$ cat src/rtl/uart_gpio_responder.sv
// 8N1 UART peer: 'W' hi lo writes led and answers ACK, 'R' answers sw, anything else NAK.
// Define UART_RESP_TIMEOUT_EN to abandon a half-received write after 16 bit times.
module uart_gpio_responder #(
  parameter int unsigned CLKS_PER_BIT = 434,
  parameter int unsigned TXQ_DEPTH    = 4
) (
  input  logic        clk,
  input  logic        rst,
  input  logic        rx,
  output logic        tx,
  input  logic [15:0] sw,
  output logic [15:0] led,
  output logic        framing_err,
  output logic        overrun
);

  localparam int unsigned CW  = $clog2(CLKS_PER_BIT);
  localparam int unsigned QAW = $clog2(TXQ_DEPTH);
  localparam int unsigned QCW = QAW + 1;
  localparam logic [CW-1:0] FULL_M1 = CW'(CLKS_PER_BIT - 1);
  localparam logic [CW-1:0] HALF_M1 = CW'(CLKS_PER_BIT / 2 - 1);

  typedef enum logic [1:0] {R_IDLE, R_START, R_DATA, R_STOP} rx_state_t;
  typedef enum logic [1:0] {P_IDLE, P_WHI, P_WLO} p_state_t;
  typedef enum logic [1:0] {T_IDLE, T_START, T_DATA, T_STOP} tx_state_t;

  // ---------------- receiver ----------------
  rx_state_t     rx_state, rx_state_nxt;
  logic [CW-1:0] rx_cnt;
  logic [2:0]    rx_bit;
  logic [7:0]    rx_sh;
  logic          rx_s1, rx_s2, rx_tick, rx_ok, rx_bad, rx_valid;

  always_comb begin
    rx_state_nxt = rx_state;
    rx_tick      = 1'b0;
    rx_ok        = 1'b0;
    rx_bad       = 1'b0;
    case (rx_state)
      R_IDLE:  if (!rx_s2) rx_state_nxt = R_START;
      R_START: if (rx_cnt == HALF_M1) begin
        rx_tick      = 1'b1;
        rx_state_nxt = rx_s2 ? R_IDLE : R_DATA;
      end
      R_DATA:  if (rx_cnt == FULL_M1) begin
        rx_tick = 1'b1;
        if (rx_bit == 3'd7) rx_state_nxt = R_STOP;
      end
      R_STOP:  if (rx_cnt == FULL_M1) begin
        rx_tick      = 1'b1;
        rx_ok        = rx_s2;
        rx_bad       = !rx_s2;
        rx_state_nxt = R_IDLE;
      end
      default: rx_state_nxt = R_IDLE;
    endcase
  end

  always_ff @(posedge clk) begin
    if (rst) begin
      rx_s1       <= 1'b1;
      rx_s2       <= 1'b1;
      rx_state    <= R_IDLE;
      rx_cnt      <= '0;
      rx_bit      <= '0;
      rx_sh       <= '0;
      rx_valid    <= 1'b0;
      framing_err <= 1'b0;
    end else begin
      rx_s1       <= rx;
      rx_s2       <= rx_s1;
      rx_state    <= rx_state_nxt;
      rx_valid    <= rx_ok;
      framing_err <= rx_bad;
      rx_cnt      <= (rx_state == R_IDLE || rx_tick) ? '0 : rx_cnt + 1'b1;
      if (rx_state == R_IDLE) rx_bit <= '0;
      if (rx_state == R_DATA && rx_tick) begin
        rx_sh  <= {rx_s2, rx_sh[7:1]};
        rx_bit <= rx_bit + 1'b1;
      end
    end
  end

  // ---------------- parser ----------------
  p_state_t       p_state, p_state_nxt;
  logic [7:0]     hi_byte, resp_b0, resp_b1;
  logic [1:0]     resp_len, push_n;
  logic           led_we, hi_we, ov_nxt;
  logic [QCW-1:0] q_cnt, q_free;
  logic           q_pop;

  assign q_free = QCW'(TXQ_DEPTH) - q_cnt;

`ifdef UART_RESP_TIMEOUT_EN
  localparam int unsigned TMO = 16 * CLKS_PER_BIT;
  localparam int unsigned TW  = $clog2(TMO);
  logic [TW-1:0] tmo_cnt;
  logic          tmo_exp;

  assign tmo_exp = (p_state != P_IDLE) && (tmo_cnt == TW'(TMO - 1));

  always_ff @(posedge clk) begin
    if (rst || rx_valid || p_state == P_IDLE) tmo_cnt <= '0;
    else                                      tmo_cnt <= tmo_cnt + 1'b1;
  end
`endif

  always_comb begin
    p_state_nxt = p_state;
    resp_len    = 2'd0;
    resp_b0     = 8'h00;
    resp_b1     = 8'h00;
    led_we      = 1'b0;
    hi_we       = 1'b0;
    ov_nxt      = 1'b0;
    push_n      = 2'd0;
    if (framing_err) begin
      p_state_nxt = P_IDLE;
    end else if (rx_valid) begin
      case (p_state)
        P_IDLE: begin
          if (rx_sh == 8'h57) begin
            p_state_nxt = P_WHI;
          end else if (rx_sh == 8'h52) begin
            resp_len = 2'd2;
            resp_b0  = sw[15:8];
            resp_b1  = sw[7:0];
          end else begin
            resp_len = 2'd1;
            resp_b0  = 8'h15;
          end
        end
        P_WHI: begin
          hi_we       = 1'b1;
          p_state_nxt = P_WLO;
        end
        P_WLO: begin
          led_we      = 1'b1;
          resp_len    = 2'd1;
          resp_b0     = 8'h06;
          p_state_nxt = P_IDLE;
        end
        default: p_state_nxt = P_IDLE;
      endcase
`ifdef UART_RESP_TIMEOUT_EN
    end else if (tmo_exp) begin
      p_state_nxt = P_IDLE;
      resp_len    = 2'd1;
      resp_b0     = 8'h15;
`endif
    end
    // Responses are all-or-nothing; free space is judged before any same-cycle pop.
    if (resp_len != 2'd0) begin
      if (q_free < QCW'(resp_len)) ov_nxt = 1'b1;
      else                         push_n = resp_len;
    end
  end

  always_ff @(posedge clk) begin
    if (rst) begin
      p_state <= P_IDLE;
      hi_byte <= '0;
      led     <= '0;
      overrun <= 1'b0;
    end else begin
      p_state <= p_state_nxt;
      overrun <= ov_nxt;
      if (hi_we)  hi_byte <= rx_sh;
      if (led_we) led     <= {hi_byte, rx_sh};
    end
  end

  // ---------------- response queue ----------------
  logic [7:0]     q_mem [TXQ_DEPTH];
  logic [QAW-1:0] q_wp, q_rp;

  always_ff @(posedge clk) begin
    if (push_n != 2'd0) q_mem[q_wp] <= resp_b0;
    if (push_n == 2'd2) q_mem[q_wp + 1'b1] <= resp_b1;
  end

  always_ff @(posedge clk) begin
    if (rst) begin
      q_wp  <= '0;
      q_rp  <= '0;
      q_cnt <= '0;
    end else begin
      q_wp  <= q_wp + QAW'(push_n);
      if (q_pop) q_rp <= q_rp + 1'b1;
      q_cnt <= q_cnt + QCW'(push_n) - QCW'(q_pop);
    end
  end

  // ---------------- transmitter ----------------
  tx_state_t     t_state, t_state_nxt;
  logic [CW-1:0] t_cnt;
  logic [2:0]    t_bit;
  logic [7:0]    t_sh;
  logic          t_tick;

  always_comb begin
    t_state_nxt = t_state;
    t_tick      = 1'b0;
    q_pop       = 1'b0;
    case (t_state)
      T_IDLE: if (q_cnt != '0) begin
        q_pop       = 1'b1;
        t_state_nxt = T_START;
      end
      T_START: if (t_cnt == FULL_M1) begin
        t_tick      = 1'b1;
        t_state_nxt = T_DATA;
      end
      T_DATA: if (t_cnt == FULL_M1) begin
        t_tick = 1'b1;
        if (t_bit == 3'd7) t_state_nxt = T_STOP;
      end
      T_STOP: if (t_cnt == FULL_M1) begin
        t_tick      = 1'b1;
        t_state_nxt = T_IDLE;
      end
      default: t_state_nxt = T_IDLE;
    endcase
  end

  always_ff @(posedge clk) begin
    if (rst) begin
      t_state <= T_IDLE;
      t_cnt   <= '0;
      t_bit   <= '0;
      t_sh    <= '0;
    end else begin
      t_state <= t_state_nxt;
      t_cnt   <= (t_state == T_IDLE || t_tick) ? '0 : t_cnt + 1'b1;
      if (q_pop) begin
        t_sh  <= q_mem[q_rp];
        t_bit <= '0;
      end else if (t_state == T_DATA && t_tick) begin
        t_sh  <= {1'b0, t_sh[7:1]};
        t_bit <= t_bit + 1'b1;
      end
    end
  end

  assign tx = (t_state == T_START) ? 1'b0 :
              (t_state == T_DATA)  ? t_sh[0] : 1'b1;

endmodule
$ cat config.mk
export PLATFORM = sky130hd
export DESIGN_NAME = uart_gpio_responder
export DESIGN_NICKNAME = d
export VERILOG_FILES = /design/src/rtl/uart_gpio_responder.sv
export SDC_FILE = /design/constraint.sdc
export NUM_CORES = 1
export LEC_CHECK = 0
export BUFFER_PORTS_ARGS = -buffer_cell sky130_fd_sc_hd__buf_2
export CAP_MARGIN = 20
export CORE_ASPECT_RATIO = 0.8
export CORE_MARGIN = 2
export CORE_UTILIZATION = 35
export CTS_BUF_LIST = sky130_fd_sc_hd__clkbuf_4 sky130_fd_sc_hd__clkbuf_8 sky130_fd_sc_hd__clkbuf_16
export CTS_CLUSTER_SIZE = 25
export DETAILED_ROUTE_END_ITERATION = 8
export PLACE_DENSITY = 0.52
export SYNTH_ARGS = -nofsm -noshare
export SYNTH_HDL_FRONTEND = slang
export SYNTH_SLANG_ARGS = --single-unit
$ cat constraint.sdc
create_clock -name clk -period 6.95 [get_ports clk]
set_input_delay 1.0425 -clock clk [delete_from_list [all_inputs] [get_ports clk]]
set_output_delay 1.0425 -clock clk [all_outputs]
set_load 0.05 [all_outputs]
=== Word-level counts from Yosys, hierarchy flattened ===
Memories as Yosys holds them, arrays and structs flattened. A register that Yosys moved wholly into a read port is not among the register bits.
Index checks and enable logic that the tools add are counted.

* Register bits after elaboration: 82
* Bits in latches: 0
* Bits in writable memories: 32
* Memory bits (read-only): 0
* Bits of input ports: 19
* Output and inout bits: 19
* Word-level logic and storage cells: 143
* Memories: 1

{| class="wikitable"
|+ Memories
! memory !! depth !! width !! read ports !! clocked after Yosys merged registers in !! write ports !! RTL line !! RTL
|-
| q_mem || 4 || 8 || 1 || 1 || 2 || 174 || <nowiki>logic [7:0] q_mem [TXQ_DEPTH];</nowiki>
|}

* Add/sub/neg operators: 10
* $mul: 0
* Divide/modulo/power cells: 0
* Magnitude comparators: 1
* Eq/ne operators: 27
* Shifts and indexed selects: 0
* Multiplexer cells: 58
* Bitwise operators: 3
* Reduce and logical (&&, ||, !) cells: 24

{| class="wikitable"
|+ Operator list
! cell !! number
|-
| two-way mux 8 bit || 11
|-
| two-way mux 2 bit || 20
|-
| != test 2 bit (second input constant) || 11
|-
| two-way mux 1 bit || 19
|-
| adder 9 x 1 -> 9 bit (second input constant) || 2
|-
| equality test 9 bit (second input constant) || 2
|-
| equality test 8 x 7 -> 1 bit (second input constant) || 2
|-
| case mux 2 bit (4 select lines) || 2
|-
| case mux 8 bit (2 select lines) || 1
|-
| equality test 2 bit (second input constant) || 6
|-
| OR reduction 2 bit || 6
|-
| AND reduction 5 bit || 2
|-
| equality test 9 x 8 -> 1 bit (second input constant) || 1
|-
| case mux 2 bit (2 select lines) || 2
|-
| nonzero test 2 bit || 4
|-
| adder 3 x 1 -> 3 bit (second input constant) || 2
|-
| equality test 2 x 1 -> 1 bit (second input constant) || 3
|-
| equality test 3 bit (second input constant) || 2
|-
| logical NOT 2 bit || 3
|-
| two-way mux 3 bit || 2
|-
| OR reduction 3 bit || 2
|-
| adder 2 x 1 -> 2 bit (second input constant) || 2
|-
| adder 3 x 2 -> 3 bit || 1
|-
| less-than comparator 3 x 2 -> 1 bit || 1
|-
| 10 further kinds || 14
|}

=== Logic depth before layout (Yosys ltp) ===
Gate-level depths: netlist (run 1).

* Depth in word-level cells: 12
* Depth in mapped cells: 17
* Mapped depth without buffers: 13

=== Least setup slack after synthesis (run 1) ===
Ideal clock, no wire load.

* Path kind: register -> register
* Start point: register framing_err
* End point: memory q_mem[3][0], enable pin
* Setup time: 0.384 ns
* Data arrival time: 3.325 ns
* Data required time: 6.566 ns
* Path slack: 3.241 ns
* Cell stages (with the launch flop): 13
* Buffers on the path: 4
* Period minus slack after synthesis: 3.709 ns
* Path through: dfxtp_1 -> nor3b_1 -> and4_1 -> inv_2 -> buf_2 -> buf_1 -> ha_1 -> clkbuf_1 -> nor3b_1 -> clkbuf_1 -> nor3_1 -> nand2_2 -> o21ai_0

{| class="wikitable"
|+ RTL lines
! item !! RTL line !! RTL
|-
| start: declaration || 13 || <nowiki>output logic framing_err,</nowiki>
|-
| start signal: assignment || 74 || <nowiki>framing_err <= rx_bad;</nowiki>
|-
| end: declaration || 174 ||
|}

==> impl_results.md, run 1 <==
- Outcome: finished, final reports clean
- Largest net degree at the start of global routing: 59
- FP Rows: around 40
- Max_cap viols: 0
- Reg-to-reg slack, setup: around 2.9 ns
- Slowest-stage cell, CP: and4_1
- Final critical-path setup slack: 2.87 ns
- Drt drc: 0
- Normalized max-slew margin: between 20% and 30%
- Syn nets: between 600 and 700
- Crit path time final: 4.08 ns
- Period utilisation layout: ~59%
- Worst r2r path cells: 9
- Post-synthesis mux area share: roughly a tenth
- DR vias: between 4000 and 5000
- DR WL/cell: 15.7 um
- Register area: ~2600 um2
- Primary FF master, synth: dfxtp_1
- Cells after synthesis: around 560
- Worst Tran Pin Value: 1.05 ns
- F_max: around 0.25 GHz
- CTS tree: built
- Setup Buffers After CTS: 0
- Hold violation count in the final report: 0
- Seq/Total Area, Yosys: ~47%
- GRT Residual Overflow: 0
- Max FO, Critical Path: 34
- H-tree Lvls: 4
- Worst EP required: roughly 7.0 ns
- Most frequent cells in the layout: 84 x dfxtp_1, 62 x nand2_1, 47 x nor2_1
- Synth unique cells: between 60 and 70
- Worst min path class: reg -> reg
- Synth Area in Compound Gates: 12.3%
- Initial core utilization: 35.5%
- Routed Antenna Nets: 0
- Fillers: around 1500
- Drt via density: a little over 5
- Hold endpoint: rx_s2
- Synth Register Bits: between 100 and 150
- Synth Cell Area: about 5600 um2
- Setup Skew: 0.0105 ns
- RSZ-0062 raised after global routing: no
- Number of CTS-inserted buffers: 17
- Syn Area/Cell: just under 10 um2
- Cts hold-fix bufs: 0
- Nets@finish: 633
- Initial antenna violation count: 0
- Crit Path Category: reg -> reg
- I/O Buffers: 37
- DRT Wirelength: 12900 um
- Clk_lat worst skew: around 0.42 ns
- CTS clock-pin slew for the worst setup and hold paths: 0.05 ns
- Hold_ws: ~0.43 ns
- First-pass DRT Iterations: 6
- First-pass GRT wire length: 20500 um
- CTS sink cnt: around 120
- Core area: 15700 um2
- Vias in the first global route: around 4000
- Post-DP HPWL: between 9000 and 10000 um
- Die X: about 150 um
- Root Buffer: clkbuf_16
- Die footprint: 17000 um2
- Worst path cell trace: nor3b_1 > and4_1 > inv_2 > ha_1 > nor3b_2 > buf_6 > nor3_1 > nand2_2 > o21ai_0
- Delay-heaviest family, CP: simple AND/OR/NAND/NOR gates
- I/O pin count: 38
- Synth Area in Simple Gates: 18.3%
- Leakage Power: about 2.4 nW
- Area growth syn-to-layout: 16.5%
- RR Startpoint: p_state[1]
- WP data arrival: about 4.1 ns
- Hold_sp: rx_s1
- Clk buf depth: 2
- Synth Area in XOR/XNOR: 3.30%
- Drt initial violations: 296
- Antenna Cells: 0
- EDFF count, synth: 32
- Post-CTS sizing: 0
- PwrDens: a little under 300 nW/um2
- Gp weighted congestion: 0.849
- Setup TNS Final: 0 ns
- Slowest stage delay, CP: 0.57 ns
- Main combinational cell family by area after synthesis: simple AND/OR/NAND/NOR gates
- Count of final setup violators: 0
- Die Ht: about 120 um
- FF-to-FF End: q_mem[2][3]
- Area of the multi-input gates: between 2000 and 3000 um2
- Commonest non-fill, non-tap cell in the layout: dfxtp_1
- Ys async rst share: 0%
- Worst hold path depth: 1
- Worst slack, placed: 2.47 ns
- YS warnings: 0
- Crit end category: flip-flop
- Adder-Cell Fraction of Synth Area: ~4.8%
- Element type at the critical path start: flip-flop
- Share of layout cells above drive strength 1: 16.4%
- VDD IR max: ~0.00019 V
- Util after Layout: around 41%
- Fin. max-slew vios: 0
- Total track usage: between 10% and 20%
- Worst Path Buf+Inv: 2
[cells in the mapped netlist (17+ instances only)]
| cell type | n | area, um2 |
|---|---|---|
| dfxtp_1 | 84 | 1680 |
| inv_1 | 20 | 75.1 |
| o31ai_1 | 17 | 128 |
| nand2_1 | 62 | 233 |
| nand3_1 | 23 | 115 |
| nor2_1 | 47 | 176 |
| clkbuf_1 | 21 | 78.8 |
| mux2i_1 | 37 | 370 |
| a21oi_1 | 38 | 190 |
| edfxtp_1 | 32 | 961 |
| ha_1 | 20 | 250 |
[metal layers]
layer	up-vias	track usage (%)	wire [um]
met2	105	24.4	5630
met1	1978	21.2	6440
li1	2095	-	-
met4	0	5.29	140
met3	14	4.65	657
met5	-	0	0
[registers in the layout, indices dropped and copies added, names as in the netlist, 2 cells and up, named ones only]
signal,count
hi_byte,8
led,16
p_state,2
q_cnt,3
q_mem,32
q_rp,2
q_wp,2
rx_bit,3
rx_cnt,9
rx_sh,8
t_bit,3
t_cnt,9
t_sh,8
t_state,2
[final cells by class]
cell class	instances	area share [%]
inverter	22	1.27
clock inverter	9	1.25
tap	215	4.14
multi-input combinational	393	41.8
clock buffer	21	7.20
sequential	116	40.7
timing repair buffer	43	3.60
[how the worst max path moves through the flow]
stage / start / endpoint / slack [ns] / cells after the start
final: p_state[1] / q_mem[2][3] / 2.87 / 9
after global routing: rx_valid / q_mem[2][7] / 2.53 / 9
after CTS: p_state[1] / q_mem[0][6] / 2.45 / 8
after detailed placement: p_state[1] / q_mem[0][5] / 2.47 / 8
after global placement: p_state[1] / q_mem[0][3] / 2.76 / 8
after floorplan: framing_err / q_mem[3][0] / 3.24 / 12
[cell families (layout without fill, tap and decap cells)]
logic type | Yosys count | in the layout
mux | 45 | 45
fa+ha+maj | 21 | 21
flops | 116 | 116
simple gates | 203 | 203
xor+xnor | 21 | 21
compound gates | 103 | 103
buf+inv | 55 | 95
[worst register-to-register path: stages, from the launching register on]
cell and delay (ns):
dfxtp_1 0.43, nor3b_1 0.43, and4_1 0.57, inv_2 0.35, ha_1 0.53, nor3b_2 0.12, buf_6 0.17, nor3_1 0.46
nand2_2 0.18, o21ai_0 0.47
[power by group]
part | leakage (nW) | switching (mW) | internal (mW)
Sequential | 0.977 | 0.0384 | 0.735
Combinational | 1.11 | 0.190 | 0.139
Clock | 0.272 | 0.302 | 0.511
Total | 2.36 | 0.531 | 1.39
[stage by stage]
stage / power [mW] / cells / instance area (um2)
2_1_floorplan: 1.03 / 564 / 5570
3_3_place_gp: 1.10 / 786 / 5920
3_5_place_dp: 1.11 / 786 / 5920
4_1_cts: 1.93 / 816 / 6470
5_1_grt: 2.01 / 819 / 6490
6_report: 1.92 / 819 / 6490
No activity file was read; power rests on OpenSTA's default activity.
==> run 2: changes to the inputs <==
--- a/config.mk
+++ b/config.mk
@@ -5,6 +5,7 @@
 export SDC_FILE = /design/constraint.sdc
 export NUM_CORES = 1
 export LEC_CHECK = 0
+export ABC_AREA = 1
 export BUFFER_PORTS_ARGS = -buffer_cell sky130_fd_sc_hd__buf_2
 export CAP_MARGIN = 20
 export CORE_ASPECT_RATIO = 0.8
==> constraint.sdc (replaced) <==
create_clock -name clk -period 4.3 [get_ports clk]
set_input_delay 0.645 -clock clk [delete_from_list [all_inputs] [get_ports clk]]
set_output_delay 0.645 -clock clk [all_outputs]
set_load 0.05 [all_outputs]
==> run 2 against run 1 <==
Against the previous run:
- synthesized area decreased by 1.3%
- critical path depth increased by 7
- register-to-register slack lost 1.6 ns
- core utilization increased by 1.0 points
- global-route usage rose by 0.88 points
- power grew 67%
- clock power up 77%
- routed wire length up 0.23%
- sequential share of layout area is 0.40 points higher
- hold slack worse by 0.0083 ns
- critical path type unchanged
- critical endpoint is now q_cnt[2]
- largest power group unchanged
==> impl_results.md, run 2 <==
- WP data arrival: 3.33 ns
- Metal2 WL: 5390 um
- Crit Path Category: reg -> reg
- Commonest non-fill, non-tap cell in the layout: nand2_1
- Internal power: around 2.3 mW
- DR vias: approximately 4600
- Final critical-path setup slack: approximately 1.3 ns
- FP Rows: 40
- Max FO, Critical Path: 44
- DR WL/cell: about 14 um
- Clk_lat worst skew: 0.42 ns
- Synth top area share: approximately 30%
- Drt initial violations: ~420
- Cells after synthesis: approximately 670
- Register area: 2640 um2
- F_max: 0.330 GHz
- PwrDens: between 400 and 500 nW/um2
- EDFF count, synth: 32
- Vias in the first global route: between 4000 and 5000
- Crit end category: flip-flop
- WL met1: between 6000 and 7000 um
- Normalized max-slew margin: about two fifths
- I/O pin count: 38
- YS warnings: 0
- Commonest cells in the netlist: 126 x nand2_1, 84 x dfxtp_1, 81 x nor2_1
- Drt via density: around 4.9
- Post-DP HPWL: between 9000 and 10000 um
- First-pass GRT wire length: between 20000 and 25000 um
- Ys async rst share: 0%
- Setup Buffers After CTS: 0
- DRT Wirelength: 12900 um
- Syn nets: approximately 700
- Wire length on met3: just over 800 um
- Routed Antenna Nets: 0
- Synth unique cells: 39
- Number of CTS-inserted buffers: 17
- RSZ-0062 raised after global routing: no
- CTS sink cnt: 116
- Util after Layout: between 40% and 50%
- Primary FF master, synth: dfxtp_1
- Most frequent cell after synthesis: nand2_1
- Initial core utilization: between 30% and 40%
- Die footprint: approximately 17000 um2
- Die Ht: roughly 120 um
- Worst path cell trace: inv_2 > nand2_2 > nor2_1 > nand2_2 > nand3_2 > nor2_4 > inv_2 > ha_1 > nor2_1 > nand2_8 > and3_1 > ha_1 > fa_1 > xor2_1 > o21ai_0 > a21oi_1
- Share of layout cells above drive strength 1: roughly 15%
- Yosys top cell by area: dfxtp_1
- Element type at the critical path start: flip-flop
- Seq/Total Area, Yosys: between 40 and 50%
- Final non-filler cell area: between 6000 and 7000 um2
- Hold violation count in the final report: 0
- Largest net degree at the start of global routing: 45
- I/O Buffers: 37
- Nets@finish: between 700 and 800
- Syn Area/Cell: 8.22 um2
- Synth Cell Area: around 5500 um2
- Fin. max-slew vios: 0
- Crit path time final: roughly 3.0 ns
- Total track usage: 16.6%
- Post-CTS sizing: 0
- Core area: between 15000 and 20000 um2
- CTS tree: built
- Worst Path Buf+Inv: 2
- GRT Residual Overflow: 0
- Top Registers: q_mem: 32 flops, led: 16 flops
- Fillers: 1488
- Gp weighted congestion: approximately 0.88
- Setup Skew: 0.00778 ns
- CTS clock-pin slew for the worst setup and hold paths: approximately 0.060 ns
- Die X: 144 um
- DR top layer: met4
- Slowest-stage cell, CP: fa_1
- Switching pwr: between 0.9 and 1 mW
- Worst EP required: ~4.6 ns
- Area of the multi-input gates: ~2400 um2
- Power Total: between 3 and 4 mW
- Delay-heaviest family, CP: simple AND/OR/NAND/NOR gates
- Largest register FFs: 32
- Top post-synthesis cells by area: dfxtp_1 31%, edfxtp_1 17%, nand2_1 8.6%
- Clock share of power: between 40% and 50%
- Worst min path class: in -> reg
- Area growth syn-to-layout: 17.0%
- Area after DPL: 5820 um2
- Synth Register Bits: between 100 and 150
- Setup TNS Final: 0 ns
- Count of final setup violators: 0
- VDD IR max: between 0.0003 and 0.0004 V
- Drt drc: 0
- Sequential Power Share: a little under two fifths
- Most frequent cells in the layout: 126 x nand2_1, 84 x dfxtp_1, 81 x nor2_1
- Switching Fraction: around 30%
- First-pass DRT Iterations: 5
- Cts hold-fix bufs: 0
- Period utilisation layout: a little over 70%
- Antenna Cells: 0
- Root Buffer: clkbuf_16
- Outcome: finished, final reports clean
- Initial antenna violation count: 0
- Slowest stage delay, CP: around 0.39 ns
- Register name with the most flops: q_mem
- Worst Tran Pin Value: 0.892 ns
- Max_cap viols: 0
- Leakage Power: about 2.7 nW
- Clk buf depth: 2
- Worst slack, placed: ~1.3 ns
- H-tree Lvls: 4
- Combinational power share: ~17%
run 2: metal layers:
metal,track usage [%],vias up
met1,23.7,2083
met4,7.65,0
met3,4.18,16
li1,-,2316
met5,0,-
met2,23.5,137
run 2: worst paths after layout:
path / start / endpoint / slack, ns / cells after the start
max: rx_sh[3] / q_cnt[2] / 1.27 / 16
min: rx / rx_s1 / 0.43 / 2
max reg2reg: rx_sh[3] / q_cnt[2] / 1.27 / 16
min reg2reg: rx_s1 / rx_s2 / 0.43 / 1
run 2: layout make-up:
class	count	share of cell area, %
multi-input combinational	458	38.0
tap	210	4.09
timing repair buffer	40	3.23
inverter	71	4.14
sequential	116	41.1
clock inverter	13	2.26
clock buffer	19	7.22
run 2: kinds of logic (layout without fill, tap and decap cells):
family / count (synthesis) / in the layout / share of synthesized area, %
AO/OA/AOI/OAI: 121 / 121 / 11.5
XOR/XNOR: 8 / 8 / 1.27
adder cells (fa/ha/maj): 21 / 21 / 4.92
buffers and inverters: 95 / 143 / 7.51
flip-flops: 116 / 116 / 48.1
AND/OR/NAND/NOR: 308 / 308 / 26.8
run 2: power groups by stage:
stage | sequential, mW | combinational, mW | clock, mW
2_1_floorplan | 1.22 | 0.479 | 0
3_3_place_gp | 1.24 | 0.536 | 0
3_5_place_dp | 1.25 | 0.551 | 0
4_1_cts | 1.22 | 0.553 | 1.46
5_1_grt | 1.23 | 0.629 | 1.52
6_report | 1.22 | 0.551 | 1.44
run 2: through the flow:
stage | cells | hold WS [ns]
2_1_floorplan | 669 | 0.389
3_3_place_gp | 895 | 0.401
3_5_place_dp | 895 | 0.394
4_1_cts | 927 | 0.413
5_1_grt | 927 | 0.415
6_report | 927 | 0.426
